### src/rtl/hilo_muldiv_unit.sv
// hilo_muldiv_unit: iterative multiply/divide unit owning the HI/LO registers.
// Takes rs/rt read data for MULT/MULTU/DIV/DIVU/MTHI/MTLO and holds HI/LO for
// MFHI/MFLO. Multiply is shift-add and divide is restoring, one bit per cycle.
// Signed ops work on magnitudes, and the signs are fixed up in a final cycle.
//
// state | meaning
// IDLE  | waiting for start; MTHI/MTLO complete here in one edge
// MUL   | shift-add multiply, one multiplier bit per cycle (cnt 0..WIDTH-1)
// DIV   | restoring divide, one quotient bit per cycle (cnt 0..WIDTH-1)
// FIX   | sign correction, HI/LO write, done pulse on exit
module hilo_muldiv_unit #(
  parameter int WIDTH = 32,
  parameter int CNT_W = 6
) (
  input  logic             clk,
  input  logic             rst,
  input  logic             start,
  input  logic [2:0]       op,
  input  logic [WIDTH-1:0] a,
  input  logic [WIDTH-1:0] b,
  output logic             busy,
  output logic             done,
  output logic             div_zero,
  output logic [WIDTH-1:0] hi,
  output logic [WIDTH-1:0] lo
);

  typedef enum logic [1:0] {IDLE, MUL, DIV, FIX} state_t;

  localparam logic [2:0] OP_MULT  = 3'd0;
  localparam logic [2:0] OP_MULTU = 3'd1;
  localparam logic [2:0] OP_DIV   = 3'd2;
  localparam logic [2:0] OP_DIVU  = 3'd3;
  localparam logic [2:0] OP_MTHI  = 3'd4;
  localparam logic [2:0] OP_MTLO  = 3'd5;

  localparam logic [CNT_W-1:0] CNT_LAST = CNT_W'(WIDTH - 1);

  state_t               state, state_nxt;
  // acc holds {partial product high, multiplier} in MUL and {remainder, dividend/quotient} in DIV
  logic [2*WIDTH-1:0]   acc, acc_nxt;
  logic [WIDTH-1:0]     opb, opb_nxt;
  logic [CNT_W-1:0]     cnt, cnt_nxt;
  logic                 is_div, is_div_nxt;
  logic                 neg_lo, neg_lo_nxt;
  logic                 neg_hi, neg_hi_nxt;
  logic                 dz_pend, dz_pend_nxt;
  logic [WIDTH-1:0]     hi_nxt, lo_nxt;
  logic                 done_nxt, div_zero_nxt;

  logic                 signed_op;
  logic                 div_op;
  logic [WIDTH-1:0]     a_mag, b_mag;
  logic [WIDTH:0]       mul_sum;
  logic [WIDTH:0]       div_shift;
  logic                 div_ge;
  logic [WIDTH-1:0]     div_diff;
  logic [2*WIDTH-1:0]   prod_fix;
  logic [WIDTH-1:0]     quo_fix, rem_fix;

  assign signed_op = (op == OP_MULT) || (op == OP_DIV);
  assign div_op    = (op == OP_DIV) || (op == OP_DIVU);
  assign a_mag     = (signed_op && a[WIDTH-1]) ? -a : a;
  assign b_mag     = (signed_op && b[WIDTH-1]) ? -b : b;

  assign mul_sum   = {1'b0, acc[2*WIDTH-1:WIDTH]} + (acc[0] ? {1'b0, opb} : '0);

  // bit WIDTH of the shifted remainder only matters for the compare; when the
  // subtract happens the true difference is below opb, so WIDTH bits suffice
  assign div_shift = {acc[2*WIDTH-1:WIDTH], acc[WIDTH-1]};
  assign div_ge    = div_shift >= {1'b0, opb};
  assign div_diff  = div_shift[WIDTH-1:0] - opb;

  assign prod_fix  = neg_lo ? -acc : acc;
  assign quo_fix   = neg_lo ? -acc[WIDTH-1:0] : acc[WIDTH-1:0];
  assign rem_fix   = neg_hi ? -acc[2*WIDTH-1:WIDTH] : acc[2*WIDTH-1:WIDTH];

  assign busy      = (state != IDLE);

  // Next-state, datapath step and output pulse selection
  always_comb begin
    state_nxt    = state;
    acc_nxt      = acc;
    opb_nxt      = opb;
    cnt_nxt      = cnt;
    is_div_nxt   = is_div;
    neg_lo_nxt   = neg_lo;
    neg_hi_nxt   = neg_hi;
    dz_pend_nxt  = dz_pend;
    hi_nxt       = hi;
    lo_nxt       = lo;
    done_nxt     = 1'b0;
    div_zero_nxt = 1'b0;
    case (state)
      IDLE: begin
        if (start) begin
          case (op)
            OP_MULT, OP_MULTU, OP_DIV, OP_DIVU: begin
              acc_nxt     = {{WIDTH{1'b0}}, a_mag};
              opb_nxt     = b_mag;
              cnt_nxt     = '0;
              is_div_nxt  = div_op;
              neg_lo_nxt  = signed_op && (a[WIDTH-1] ^ b[WIDTH-1]);
              neg_hi_nxt  = signed_op && a[WIDTH-1];
              dz_pend_nxt = div_op && (b == '0);
              state_nxt   = div_op ? DIV : MUL;
            end
            OP_MTHI: begin
              hi_nxt   = a;
              done_nxt = 1'b1;
            end
            OP_MTLO: begin
              lo_nxt   = a;
              done_nxt = 1'b1;
            end
            default: ;
          endcase
        end
      end
      MUL: begin
        acc_nxt = {mul_sum, acc[WIDTH-1:1]};
        cnt_nxt = cnt + 1'b1;
        if (cnt == CNT_LAST) state_nxt = FIX;
      end
      DIV: begin
        acc_nxt = div_ge ? {div_diff, acc[WIDTH-2:0], 1'b1}
                         : {div_shift[WIDTH-1:0], acc[WIDTH-2:0], 1'b0};
        cnt_nxt = cnt + 1'b1;
        if (cnt == CNT_LAST) state_nxt = FIX;
      end
      FIX: begin
        state_nxt = IDLE;
        done_nxt  = 1'b1;
        if (is_div) begin
          if (dz_pend) begin
            div_zero_nxt = 1'b1;
          end else begin
            hi_nxt = rem_fix;
            lo_nxt = quo_fix;
          end
        end else begin
          {hi_nxt, lo_nxt} = prod_fix;
        end
      end
      default: state_nxt = IDLE;
    endcase
  end

  // State and datapath registers with synchronous active-low clear
  always_ff @(posedge clk) begin
    if (!rst) begin
      state    <= IDLE;
      acc      <= '0;
      opb      <= '0;
      cnt      <= '0;
      is_div   <= 1'b0;
      neg_lo   <= 1'b0;
      neg_hi   <= 1'b0;
      dz_pend  <= 1'b0;
      hi       <= '0;
      lo       <= '0;
      done     <= 1'b0;
      div_zero <= 1'b0;
    end else begin
      state    <= state_nxt;
      acc      <= acc_nxt;
      opb      <= opb_nxt;
      cnt      <= cnt_nxt;
      is_div   <= is_div_nxt;
      neg_lo   <= neg_lo_nxt;
      neg_hi   <= neg_hi_nxt;
      dz_pend  <= dz_pend_nxt;
      hi       <= hi_nxt;
      lo       <= lo_nxt;
      done     <= done_nxt;
      div_zero <= div_zero_nxt;
    end
  end

endmodule
### config.mk
export PLATFORM = sky130hd
export DESIGN_NAME = hilo_muldiv_unit
export DESIGN_NICKNAME = d
export VERILOG_FILES = /design/src/rtl/hilo_muldiv_unit.sv
export SDC_FILE = /design/constraint.sdc
export NUM_CORES = 1
export LEC_CHECK = 0
export CAP_MARGIN = 40
export CORE_UTILIZATION = 55
export DETAILED_ROUTE_END_ITERATION = 8
export PLACE_DENSITY = 0.77
export SLEW_MARGIN = 20
export SYNTH_ARGS = -nofsm -noshare
export SYNTH_HDL_FRONTEND = slang
export SYNTH_SLANG_ARGS = --single-unit
### constraint.sdc
create_clock -name clk -period 4.3 [get_ports clk]
set_input_delay 0.86 -clock clk [delete_from_list [all_inputs] [get_ports clk]]
set_output_delay 0.86 -clock clk [all_outputs]
set_load 0.005 [all_outputs]
==> flow_summary.yaml <==
placement:
  placed_cell_area_um2: 15600
  io_buffer_count: 136
  gp_congestion: 0.974
  detailedPlacementHpwl_um: 35000
logic_synthesis:
  synth.cell_area_um2: 13900
  synth_cell_types: 74
  yosys_most_used_dff: "sky130_fd_sc_hd__dfxtp_1"
  postSynthCellCount: 1893
  ys_seq_area_frac: 0.251
  synth.yosys.warnings: 0
  ys_ff_latch: 174
  synthesis.nets: 2038
  synth.avg_cell_area_um2: 7.34
  number_of_enable_type_register_cells_in_the_synthesized_netlist: 0
  synth-async-reset-ratio: 0
timing:
  finalHoldViolations: 0
  final-max-slew-violation-count: 0
  period_minus_slack_ns: 3.71
  setup_viol: 0
  timing.slew.headroom: 0.457
  grt_setup_unrepaired: "false"
  finalCritPeriodShare: 0.864
  fin_skew_ns: 0.0140
  final.setup.tns_ns: 0
  timing_worst_slew_pin_value_ns: 0.815
  timing.fmax_mhz: 269
  finalHoldWorstSlack_ns: 0.457
clocking:
  post-cts-setup-buffers: 0
  clkTransAtPathRegs_ns: 0.08
  cts-root-to-sink-buffers: 2
  insertion_delay_ns: 0.45
  resized_gates_after_cts: 0
  clkSinkCount: 174
  ctsRootBufferMaster: "sky130_fd_sc_hd__clkbuf_16"
  ctsHtreeMaxLevel: 4
  cts_made_buffers: 17
  cts_tree: "yes"
  holdBufCountCts: 0
grt:
  antenna_found_initial: 1
  global_route_wire_length_before_repair_um: 73200
  grt_max_degree: 75
  grt_use_total: 0.357
  grt-ovfl-total: 0
  grt_pass1_vias: 13600
hold_path:
  worst_hold_class: "flop to flop"
detailed_routing:
  drt-total-wl_um: 46400
  wl_per_cell_um: 20.1
  drt_first_iter_violations: 1512
  num_vias: 14700
  routed_via_density: 6.35
  drcViolationCount: 0
  drt_first_pass_iters: 5
  ant_nets: 0
layout:
  layout.cell_area.non_filler_um2: 16200
  final_common_cell: "sky130_fd_sc_hd__nor2_1"
  final_design_utilization: 0.660
  area_growth_syn_to_layout_pct: 16.4
  final_nets: 2120
  antenna_cells: 0
  final_cell_mix: "sky130_fd_sc_hd__nor2_1, sky130_fd_sc_hd__a21oi_1, sky130_fd_sc_hd__nand2_1"
  post_route_cells_drive_above_1_share: 0.0568
die:
  die_w_um: 161
  num_rows: 57
  die-area_um2: 25900
  core_um2: 24500
  initial_core_util: 0.566
  io_pins: 137
  floorplan.die.height_um: 161
power_and_ir_drop:
  fin_total_pwr_mw: 7.65
  power.internal_mw: 4.13
  share_comb_of_total_power: 0.497
  share_of_power_burned_in_registers: 0.294
  p_leak_nw: 6.29
  pwr-share-clk: 0.209
  irDropWorstVdd_uv: 278
  sw_frac_of_total: 0.459
  cellPowerDensity_nw_per_um2: 473
  power.net_switching_mw: 3.51
setup_path:
  crit_type: "flop to flop"
  cp.arrival_ns: 4.03
  crit_path_max_fanout: 4
  cp_data_required_time_ns: 4.61
  type_of_destination_of_the_critical_path: "flop"
  startpoint_type: "flop"
outcome:
  outcome: "finished clean"
job:
  maxCapViolCount: 0
## kinds of logic after synthesis
kind of cell,count (synthesis),synth area share
xor gates and xnor gates,171,0.108
buffers and inverters,193,0.0536
DFF,174,0.251
adders and majority gates,75,0.0686
and+or+nand+nor,599,0.198
muxes,20,0.0147
AOI/OAI and AO/OA,661,0.306
## metal layers
layer | global-route usage | vias up | wire length (um)
li1 | - | 7025 | -
met3 | 0.0436 | 143 | 3140
met4 | 0.241 | 0 | 3310
met2 | 0.564 | 649 | 20800
met1 | 0.456 | 6862 | 19200
met5 | 0 | - | 0
## worst max-delay path: stages (launching register included)
cell and delay [ns]:
sky130_fd_sc_hd__dfxtp_1 0.33, sky130_fd_sc_hd__and2_1 0.16, sky130_fd_sc_hd__ha_1 0.22, sky130_fd_sc_hd__fa_1 0.41, sky130_fd_sc_hd__a21oi_1 0.21, sky130_fd_sc_hd__o21ai_0 0.17, sky130_fd_sc_hd__a21o_1 0.20, sky130_fd_sc_hd__o21ai_0 0.14
sky130_fd_sc_hd__buf_4 0.14, sky130_fd_sc_hd__o41ai_1 0.10, sky130_fd_sc_hd__a221oi_1 0.76, sky130_fd_sc_hd__o211ai_1 0.27, sky130_fd_sc_hd__o311ai_0 0.33, sky130_fd_sc_hd__o211ai_1 0.14
## state kept, by name (all words and copies together), names as in the netlist
signal    cells
state         2
is_div        1
hi           32
neg_lo        1
opb          32
div_zero      1
dz_pend       1
lo           32
neg_hi        1
cnt           6
acc          64
done          1
## through the flow
stage,setup slack (ns),std cells
after floorplan,1.03,1893
after global placement,0.593,2280
after detailed placement,0.516,2280
after CTS,0.662,2312
after global routing,0.172,2312
final,0.586,2312
## final timing paths
path	startpoint	to	slack, ns	cells after the start
worst max-delay path	acc[0]$_SDFFE_PN0P_	acc[63]$_SDFFE_PN0P_	0.59	13
worst min-delay path	hi[4]$_SDFFE_PN0P_	hi[4]$_SDFFE_PN0P_	0.46	2
worst max register to register	acc[0]$_SDFFE_PN0P_	acc[63]$_SDFFE_PN0P_	0.59	13
worst min register to register	hi[4]$_SDFFE_PN0P_	hi[4]$_SDFFE_PN0P_	0.46	2
## power by group through the flow
stage               Sequential [mW]  Combinational, mW  Clock, mW
CTS                            2.24               3.74       1.61
floorplan                      2.15               2.61          0
detailed placement             2.27               3.72          0
global route                   2.29               4.13       1.68
finish                         2.25               3.80       1.60
global placement               2.26               3.67          0
## cell type report
type	count	area, um^2
Clock buffer	19	453
Clock inverter	13	138
Fill cell	2224	8350
Inverter	72	272
Multi-Input combinational cell	1526	9710
Sequential cell	174	3480
Tap cell	324	405
Timing Repair Buffer	184	1720
## synthesized netlist by cell type (13+ instances only)
library cell	count	share of area
sky130_fd_sc_hd__or3_1	21	0.0095
sky130_fd_sc_hd__nand2_1	181	0.049
sky130_fd_sc_hd__o21ai_0	112	0.040
sky130_fd_sc_hd__inv_1	72	0.019
sky130_fd_sc_hd__a211oi_1	70	0.038
sky130_fd_sc_hd__nand4_1	13	0.0059
sky130_fd_sc_hd__ha_1	73	0.066
sky130_fd_sc_hd__nand2b_1	19	0.0086
sky130_fd_sc_hd__o31ai_1	28	0.015
sky130_fd_sc_hd__dfxtp_1	174	0.25
sky130_fd_sc_hd__nor2_1	214	0.058
sky130_fd_sc_hd__mux2i_1	17	0.012
sky130_fd_sc_hd__a31oi_1	16	0.0072
sky130_fd_sc_hd__xor2_1	91	0.057
sky130_fd_sc_hd__and2_1	14	0.0063
sky130_fd_sc_hd__nor4_1	13	0.0059
sky130_fd_sc_hd__a21oi_1	209	0.075
sky130_fd_sc_hd__nand3_1	35	0.013
sky130_fd_sc_hd__a21o_1	38	0.021
sky130_fd_sc_hd__xnor2_1	80	0.050
sky130_fd_sc_hd__nor3_1	30	0.011
sky130_fd_sc_hd__o211ai_1	50	0.027
sky130_fd_sc_hd__o41ai_1	13	0.0082
sky130_fd_sc_hd__a22oi_1	52	0.028
sky130_fd_sc_hd__clkbuf_1	105	0.028
Power figures use the tool's default switching activity.
